===== config.mk =====
export PLATFORM = sky130hd
export DESIGN_NAME = estacao_reserva_r
export DESIGN_NICKNAME = d
export VERILOG_FILES = /design/src/rtl/tomasulo_pkg.sv /design/src/rtl/entrada_estacao_r.sv /design/src/rtl/estacao_reserva_r.sv
export SDC_FILE = /design/constraint.sdc
export NUM_CORES = 1
export LEC_CHECK = 0
export ABC_CLOCK_PERIOD_IN_PS = 2940
export CAP_MARGIN = 20
export CORE_UTILIZATION = 37
export CTS_BUF_LIST = sky130_fd_sc_hd__clkbuf_8
export CTS_CLUSTER_DIAMETER = 80
export DETAILED_ROUTE_END_ITERATION = 8
export PLACE_DENSITY = 0.59
export SYNTH_ARGS = -nofsm -noshare
export SYNTH_HDL_FRONTEND = slang
export SYNTH_HIERARCHICAL = 1
export SYNTH_SLANG_ARGS = --single-unit

===== constraint.sdc =====
create_clock -name Clock -period 2.94 [get_ports Clock]
set_input_delay 0.294 -clock Clock [delete_from_list [all_inputs] [get_ports Clock]]
set_output_delay 0.294 -clock Clock [all_outputs]
set_load 0.02 [all_outputs]

===== src/rtl/tomasulo_pkg.sv =====
`default_nettype none
// ============================================================================
// Module      : tomasulo_pkg
// Description : Shared Ufop codes, tag constants and dispatch FSM encoding.
// Revision    : 1.0
// ============================================================================
package tomasulo_pkg;

    localparam logic [2:0] UFOP_NOP = 3'b000;
    localparam logic [2:0] UFOP_ADD = 3'b010;
    localparam logic [2:0] UFOP_SUB = 3'b011;
    localparam logic [2:0] UFOP_SLT = 3'b110;
    localparam logic [2:0] UFOP_CMP = 3'b111;

    localparam int TAG_NONE      = 0;
    localparam int DEFAULT_TAG_W = 3;

    typedef enum logic [1:0] {
        ST_IDLE  = 2'd0,
        ST_EXEC  = 2'd1,
        ST_CLEAR = 2'd2
    } disp_state_t;

    // Only ops the unit will ever complete are worth holding an entry for.
    function automatic logic op_is_valid(input logic [2:0] op);
        logic v;
        case (op)
            UFOP_ADD, UFOP_SUB, UFOP_SLT, UFOP_CMP: v = 1'b1;
            UFOP_NOP:                               v = 1'b0;
            default:                                v = 1'b0;
        endcase
        return v;
    endfunction

endpackage
`default_nettype wire


===== src/rtl/entrada_estacao_r.sv =====
`default_nettype none
// ============================================================================
// Module      : entrada_estacao_r
// Description : One reservation-station entry with its own CDB snoop.
// Revision    : 1.0
// ============================================================================
module entrada_estacao_r
    import tomasulo_pkg::*;
#(
    parameter int TAG_W  = 3,
    parameter int DATA_W = 16
) (
    input  logic              Clock,
    input  logic              Reset,
    input  logic              i_alloc,
    input  logic [2:0]        i_op,
    input  logic [DATA_W-1:0] i_vj,
    input  logic [DATA_W-1:0] i_vk,
    input  logic [TAG_W-1:0]  i_qj,
    input  logic [TAG_W-1:0]  i_qk,
    input  logic [TAG_W-1:0]  i_dest,
    input  logic              i_cdb_valid,
    input  logic [TAG_W-1:0]  i_cdb_tag,
    input  logic [DATA_W-1:0] i_cdb_data,
    input  logic              i_dispatch,
    input  logic              i_free,
    output logic              o_busy,
    output logic              o_ready,
    output logic [2:0]        o_op,
    output logic [DATA_W-1:0] o_vj,
    output logic [DATA_W-1:0] o_vk,
    output logic [TAG_W-1:0]  o_dest
);

    localparam logic [TAG_W-1:0] c_TAG_NONE = TAG_W'(TAG_NONE);

    logic              r_busy;
    logic              r_exec;
    logic [2:0]        r_op;
    logic [DATA_W-1:0] r_vj;
    logic [DATA_W-1:0] r_vk;
    logic [TAG_W-1:0]  r_qj;
    logic [TAG_W-1:0]  r_qk;
    logic [TAG_W-1:0]  r_dest;

    logic w_hit_j_in;
    logic w_hit_k_in;
    logic w_hit_j;
    logic w_hit_k;

    // Issue-side hits forward a broadcast landing in the same cycle.
    assign w_hit_j_in = i_cdb_valid && (i_qj != c_TAG_NONE) && (i_qj == i_cdb_tag);
    assign w_hit_k_in = i_cdb_valid && (i_qk != c_TAG_NONE) && (i_qk == i_cdb_tag);
    assign w_hit_j    = i_cdb_valid && r_busy && (r_qj != c_TAG_NONE) && (r_qj == i_cdb_tag);
    assign w_hit_k    = i_cdb_valid && r_busy && (r_qk != c_TAG_NONE) && (r_qk == i_cdb_tag);

    always_ff @(posedge Clock or posedge Reset) begin
        if (Reset) begin
            r_busy <= 1'b0;
            r_exec <= 1'b0;
            r_op   <= '0;
            r_vj   <= '0;
            r_vk   <= '0;
            r_qj   <= '0;
            r_qk   <= '0;
            r_dest <= '0;
        end else if (i_alloc) begin
            r_busy <= 1'b1;
            r_exec <= 1'b0;
            r_op   <= i_op;
            r_dest <= i_dest;
            r_vj   <= w_hit_j_in ? i_cdb_data : i_vj;
            r_qj   <= w_hit_j_in ? c_TAG_NONE : i_qj;
            r_vk   <= w_hit_k_in ? i_cdb_data : i_vk;
            r_qk   <= w_hit_k_in ? c_TAG_NONE : i_qk;
        end else begin
            if (i_free) begin
                r_busy <= 1'b0;
                r_exec <= 1'b0;
            end else if (i_dispatch) begin
                r_exec <= 1'b1;
            end
            if (w_hit_j) begin
                r_vj <= i_cdb_data;
                r_qj <= c_TAG_NONE;
            end
            if (w_hit_k) begin
                r_vk <= i_cdb_data;
                r_qk <= c_TAG_NONE;
            end
        end
    end

    assign o_busy  = r_busy;
    assign o_ready = r_busy && !r_exec && (r_qj == c_TAG_NONE) && (r_qk == c_TAG_NONE);
    assign o_op    = r_op;
    assign o_vj    = r_vj;
    assign o_vk    = r_vk;
    assign o_dest  = r_dest;

endmodule
`default_nettype wire


===== src/rtl/estacao_reserva_r.sv =====
`default_nettype none
// ============================================================================
// Module      : estacao_reserva_r
// Description : R-type reservation station: issue, CDB snoop, dispatch FSM.
// Revision    : 1.0
// ============================================================================
module estacao_reserva_r
    import tomasulo_pkg::*;
#(
    parameter int N_ENTRIES = 3,
    parameter int TAG_W     = DEFAULT_TAG_W,
    parameter int DATA_W    = 16
) (
    input  logic              Clock,
    input  logic              Reset,
    input  logic              Issue_valid,
    output logic              Issue_ready,
    input  logic [2:0]        Issue_op,
    input  logic [DATA_W-1:0] Issue_vj,
    input  logic [DATA_W-1:0] Issue_vk,
    input  logic [TAG_W-1:0]  Issue_qj,
    input  logic [TAG_W-1:0]  Issue_qk,
    input  logic [TAG_W-1:0]  Issue_dest_tag,
    input  logic              CDB_valid,
    input  logic [TAG_W-1:0]  CDB_tag,
    input  logic [DATA_W-1:0] CDB_data,
    output logic [DATA_W-1:0] Uf_op1,
    output logic [DATA_W-1:0] Uf_op2,
    output logic [2:0]        Uf_ufop,
    output logic              Ready_to_uf,
    output logic              Uf_clear,
    input  logic              Uf_done,
    input  logic              Uf_write_enable_cdb,
    output logic              Result_valid,
    output logic [TAG_W-1:0]  Result_tag,
    output logic [2:0]        Busy_count
);

    localparam int c_IDX_W = $clog2(N_ENTRIES);

    logic [N_ENTRIES-1:0] w_busy;
    logic [N_ENTRIES-1:0] w_ready;
    logic [N_ENTRIES-1:0] w_alloc;
    logic [N_ENTRIES-1:0] w_dispatch_vec;
    logic [N_ENTRIES-1:0] w_free_vec;
    logic [2:0]           w_ent_op   [N_ENTRIES];
    logic [DATA_W-1:0]    w_ent_vj   [N_ENTRIES];
    logic [DATA_W-1:0]    w_ent_vk   [N_ENTRIES];
    logic [TAG_W-1:0]     w_ent_dest [N_ENTRIES];

    logic                 w_free_any;
    logic [c_IDX_W-1:0]   w_free_idx;
    logic                 w_ready_any;
    logic [c_IDX_W-1:0]   w_ready_idx;
    logic [2:0]           w_busy_count;
    logic                 w_issue_write;
    logic                 w_dispatch;
    logic                 w_complete;

    disp_state_t          r_state;
    disp_state_t          w_state_nxt;
    logic [c_IDX_W-1:0]   r_sel;

    // Descending scan leaves the lowest matching index selected.
    always_comb begin
        w_free_any   = 1'b0;
        w_free_idx   = '0;
        w_ready_any  = 1'b0;
        w_ready_idx  = '0;
        w_busy_count = '0;
        for (int i = N_ENTRIES - 1; i >= 0; i--) begin
            if (!w_busy[i]) begin
                w_free_any = 1'b1;
                w_free_idx = c_IDX_W'(i);
            end
            if (w_ready[i]) begin
                w_ready_any = 1'b1;
                w_ready_idx = c_IDX_W'(i);
            end
            w_busy_count = w_busy_count + 3'(w_busy[i]);
        end
    end

    assign Issue_ready   = w_free_any;
    assign Busy_count    = w_busy_count;
    assign w_issue_write = Issue_valid && w_free_any && op_is_valid(Issue_op);

    for (genvar gi = 0; gi < N_ENTRIES; gi++) begin : g_entry
        assign w_alloc[gi]        = w_issue_write && (w_free_idx == c_IDX_W'(gi));
        assign w_dispatch_vec[gi] = w_dispatch && (w_ready_idx == c_IDX_W'(gi));
        assign w_free_vec[gi]     = w_complete && (r_sel == c_IDX_W'(gi));

        entrada_estacao_r #(
            .TAG_W  (TAG_W),
            .DATA_W (DATA_W)
        ) u_entry (
            .Clock       (Clock),
            .Reset       (Reset),
            .i_alloc     (w_alloc[gi]),
            .i_op        (Issue_op),
            .i_vj        (Issue_vj),
            .i_vk        (Issue_vk),
            .i_qj        (Issue_qj),
            .i_qk        (Issue_qk),
            .i_dest      (Issue_dest_tag),
            .i_cdb_valid (CDB_valid),
            .i_cdb_tag   (CDB_tag),
            .i_cdb_data  (CDB_data),
            .i_dispatch  (w_dispatch_vec[gi]),
            .i_free      (w_free_vec[gi]),
            .o_busy      (w_busy[gi]),
            .o_ready     (w_ready[gi]),
            .o_op        (w_ent_op[gi]),
            .o_vj        (w_ent_vj[gi]),
            .o_vk        (w_ent_vk[gi]),
            .o_dest      (w_ent_dest[gi])
        );
    end

    always_comb begin
        w_state_nxt = r_state;
        w_dispatch  = 1'b0;
        w_complete  = 1'b0;
        case (r_state)
            ST_IDLE: begin
                if (w_ready_any) begin
                    w_dispatch  = 1'b1;
                    w_state_nxt = ST_EXEC;
                end
            end
            ST_EXEC: begin
                // CMP only ever raises the CDB write enable, never Done.
                if (Uf_done || Uf_write_enable_cdb) begin
                    w_complete  = 1'b1;
                    w_state_nxt = ST_CLEAR;
                end
            end
            ST_CLEAR: w_state_nxt = ST_IDLE;
            default:  w_state_nxt = ST_IDLE;
        endcase
    end

    always_ff @(posedge Clock or posedge Reset) begin
        if (Reset) begin
            r_state      <= ST_IDLE;
            r_sel        <= '0;
            Uf_op1       <= '0;
            Uf_op2       <= '0;
            Uf_ufop      <= '0;
            Ready_to_uf  <= 1'b0;
            Uf_clear     <= 1'b0;
            Result_valid <= 1'b0;
            Result_tag   <= '0;
        end else begin
            r_state      <= w_state_nxt;
            Uf_clear     <= w_complete;
            Result_valid <= w_complete;
            if (w_dispatch) begin
                r_sel       <= w_ready_idx;
                Uf_op1      <= w_ent_vj[w_ready_idx];
                Uf_op2      <= w_ent_vk[w_ready_idx];
                Uf_ufop     <= w_ent_op[w_ready_idx];
                Ready_to_uf <= 1'b1;
            end
            if (w_complete) begin
                Ready_to_uf <= 1'b0;
                Result_tag  <= w_ent_dest[r_sel];
            end
        end
    end

endmodule
`default_nettype wire


==> results.json <==
{
  "holdBufCountCts": 0,
  "grt_use_total_pct": 24.3,
  "crit_chain": "or4b_2, nor4_2, buf_12, nor3_2, or2_4, o41ai_2",
  "period_share_pct": 88.9,
  "clock_skew_ns": 0.0172,
  "final.setup.tns_ns": 0,
  "synth_common_cells": "dfrtp_1 (182), a221o_1 (96), nor2_1 (95)",
  "layout-drive-gt1-share_pct": 19.2,
  "timing.fmax_mhz": 383,
  "seqCellArea_um2": 4550,
  "p_int_mw": 7.30,
  "cts_resized": 0,
  "total_power_mw": 12.2,
  "busiest_layer": "met2",
  "rows": 60,
  "cp-start-kind": "flip-flop",
  "postSynthCellCount": 1031,
  "finalSetupViolations": 0,
  "ys.flop_type": "dfrtp_1",
  "cp_slowest_cell": "or4b_2",
  "dieArea_um2": 28500,
  "hold_viol": 0,
  "p_clk_share_pct": 15.2,
  "layout.nets": 1201,
  "synthMuxAreaShare_pct": 3.24,
  "cp.required_ns": 3.30,
  "syn2layout_area_growth_pct": 19.9,
  "ctsHtreeMaxLevel": 4,
  "comb_power_share_pct": 48.3,
  "synthAdderAreaFrac_pct": 0.194,
  "synth_edf_count": 0,
  "synth_top_area_share_pct": 44.2,
  "max_slew.worst_pin.slew_ns": 0.711,
  "synth.most_common_cell": "dfrtp_1",
  "cts_setup_buffers": 0,
  "synth_top_area_cell": "dfrtp_1",
  "synth_area_um2": 10300,
  "p_switching_mw": 4.86,
  "vdd_ir_drop_max_v": 0.000414,
  "max_stage_delay_ns": 0.69,
  "dp_hpwl_um": 21800,
  "root_buffer": "clkbuf_8",
  "cellLeakagePower_nw": 5.06,
  "met1_usage_pct": 36.3,
  "grt_max_degree": 47,
  "gp_congestion": 0.816,
  "synth_fp_nets": 1101,
  "cp_max_fo": 39,
  "path_delay_family": "simple AND/OR/NAND/NOR gates",
  "dr.pass1.iters": 5,
  "switching_share_pct": 40.0,
  "ys_ff_latch": 182,
  "yosys_warnings": 6,
  "clock_latency_ns": 0.47,
  "critPathKind": "reg -> reg",
  "grt_setup_unrepaired": "no",
  "hp-class": "in -> async",
  "ioPinCount": 114,
  "viasPerCell": 5.85,
  "powerDensity_nw_per_um2": 984,
  "grt_pass1_vias": 8568,
  "period_minus_slack_ns": 2.61,
  "grt_overflow_total": 0,
  "status": "completed",
  "grtUsageMet3_pct": 3.97,
  "avgSynthCellArea_um2": 10.0,
  "die_x_um": 169,
  "start_util_pct": 38.0,
  "routed_wl_um": 33800,
  "yosysSeqAreaShare_pct": 44.2,
  "core_um2": 27100,
  "critPathArrivalTime_ns": 2.97,
  "synth_xor_xnor_area_share_pct": 2.55,
  "port-buffer-count": 112,
  "vias": 8866,
  "drt_iter0_drc": 853,
  "cts_buffers": 17,
  "clk_path_buf_depth": 2,
  "clkTransAtPathRegs_ns": 0.11,
  "multi_input_area_um2": 5170,
  "wl_per_cell_um": 22.3,
  "antenna_found_initial": 0,
  "grt_pass1_wl_um": 52500,
  "drc": 0,
  "synth-compound-area-share_pct": 24.4,
  "maxCapViolations": 0,
  "synth_area_leaders": "dfrtp_1 (44%), a221o_1 (9.3%), a211oi_1 (3.5%)",
  "pwr-share-seq_pct": 36.5,
  "fin_hold_ws_ns": 0.291,
  "synth-async-reset-ratio_pct": 100,
  "path_buf_inv": 1,
  "synth_top_family_by_area": "compound AO/OA/AOI/OAI gates",
  "synth_cell_types": 53,
  "use_met2_pct": 36.4,
  "relSlewSlack_pct": 52.6,
  "end_kind": "flip-flop",
  "clock_sink_count": 182,
  "antenna_left": 0,
  "n_fill_cell": 2589,
  "cts_tree": "yes",
  "dieHeight_um": 169,
  "synthSimpleGateAreaFrac_pct": 19.4,
  "n_antenna_cell": 0,
  "slew_violations": 0
}
==> layout by cell type (no fill, tap or decap), types with 4 or more instances in the layout <==
master and count:
clkbuf_8 18, a21oi_1 45, a211oi_1 48, dfrtp_1 182, nor3_2 5, nand3_1 22, xor2_1 9, buf_12 9
and3_1 24, nand2_1 80, or3b_1 8, clkinvlp_4 4, inv_2 4, clkdlybuf4s50_1 112, o31ai_1 28, nor2b_1 4
nand4_1 6, and3_2 27, nor2_1 94, a21o_1 8, buf_4 51, o22ai_1 6, inv_1 11, nor3b_1 7
o31ai_2 10, xnor2_1 21, nand2b_1 35, o21ai_0 50, or3b_2 30, or2_2 8, nor3_1 4, mux2_2 21
a221o_1 96
==> sequential cells by signal (all words and copies together) (netlist names) <==
signal and cells:
g_entry.u_entry/o_op 9, Uf_ufop 3, r_state 2, Uf_op2 16, g_entry.u_entry/o_vj 48, Result_tag 3
g_entry.u_entry/r_qk 9, g_entry.u_entry/r_exec 3, g_entry.u_entry/r_qj 9, Ready_to_uf 1, Uf_op1 16, g_entry.u_entry/o_vk 48
Result_valid 1, g_entry.u_entry/o_dest 9, g_entry.u_entry/o_busy 3, r_sel 2
==> path summary, 6_finish.rpt <==
path | slack [ns] | end | depth (start not counted) | startpoint
worst max-delay path | 0.33 | Uf_op1[8] | 6 | g_entry[2].u_entry/r_qj[1]
worst min-delay path | 0.29 | Uf_op2[12] | 2 | Reset
worst max register to register | 0.33 | Uf_op1[8] | 6 | g_entry[2].u_entry/r_qj[1]
worst min register to register | 0.51 | g_entry[1].u_entry/o_op[0] | 1 | g_entry[1].u_entry/o_op[0]
max in group asynchronous | 1.99 | g_entry[0].u_entry/o_vj[1] | 3 | Reset
min in group Clock | 0.42 | r_state[0] | 2 | Uf_done
==> area by class of cell <==
class / count / area share [%]
inverters: 14 / 0.425
multi-input cells: 744 / 41.9
repair buffers: 172 / 13.6
clock inverters: 14 / 1.42
clock buffers: 18 / 2.01
well taps: 372 / 3.77
flip-flops and latches: 182 / 36.9
==> power groups by stage <==
stage / clock network (mW) / logic [mW] / registers (mW)
after global placement: 0 / 5.75 / 4.43
final: 1.85 / 5.87 / 4.44
after global routing: 1.98 / 6.39 / 4.58
after CTS: 1.88 / 5.87 / 4.41
after detailed placement: 0 / 5.86 / 4.45
after floorplan: 0 / 3.69 / 4.56
==> cells by family (layout without fill, tap and decap cells) <==
kind of cell	count (synthesis)	count (layout)
AOI/OAI and AO/OA	317	317
and+or+nand+nor	368	368
buffers and inverters	105	218
xor gates and xnor gates	30	30
adders and majority gates	1	1
DFF	182	182
muxes	27	27
other	1	1
==> worst reg2reg max path, delay by kind of cell, from the launching register on <==
kind / cells / cell delay (ns)
AO/OA/AOI/OAI: 1 / 0.37
AND/OR/NAND/NOR: 4 / 1.49
flip-flops: 1 / 0.41
buffers and inverters: 1 / 0.24
==> metal layers <==
| layer | vias up | share of wire (%) |
|---|---|---|
| li1 | 4036 | - |
| met3 | 33 | 6.4 |
| met4 | 0 | 1.3 |
| met2 | 353 | 44 |
| met5 | - | 0 |
| met1 | 4444 | 48 |
==> through the flow <==
stage	util [%]	setup WS (ns)	area (µm²)	instances
finish	45.6	0.327	12400	1516
global route	45.6	0.198	12400	1516
CTS	45.6	0.284	12400	1516
detailed placement	44.0	0.136	11900	1484
global placement	44.0	0.195	11900	1484
floorplan	-	0.382	10300	1031
Power figures use the tool's default switching activity.
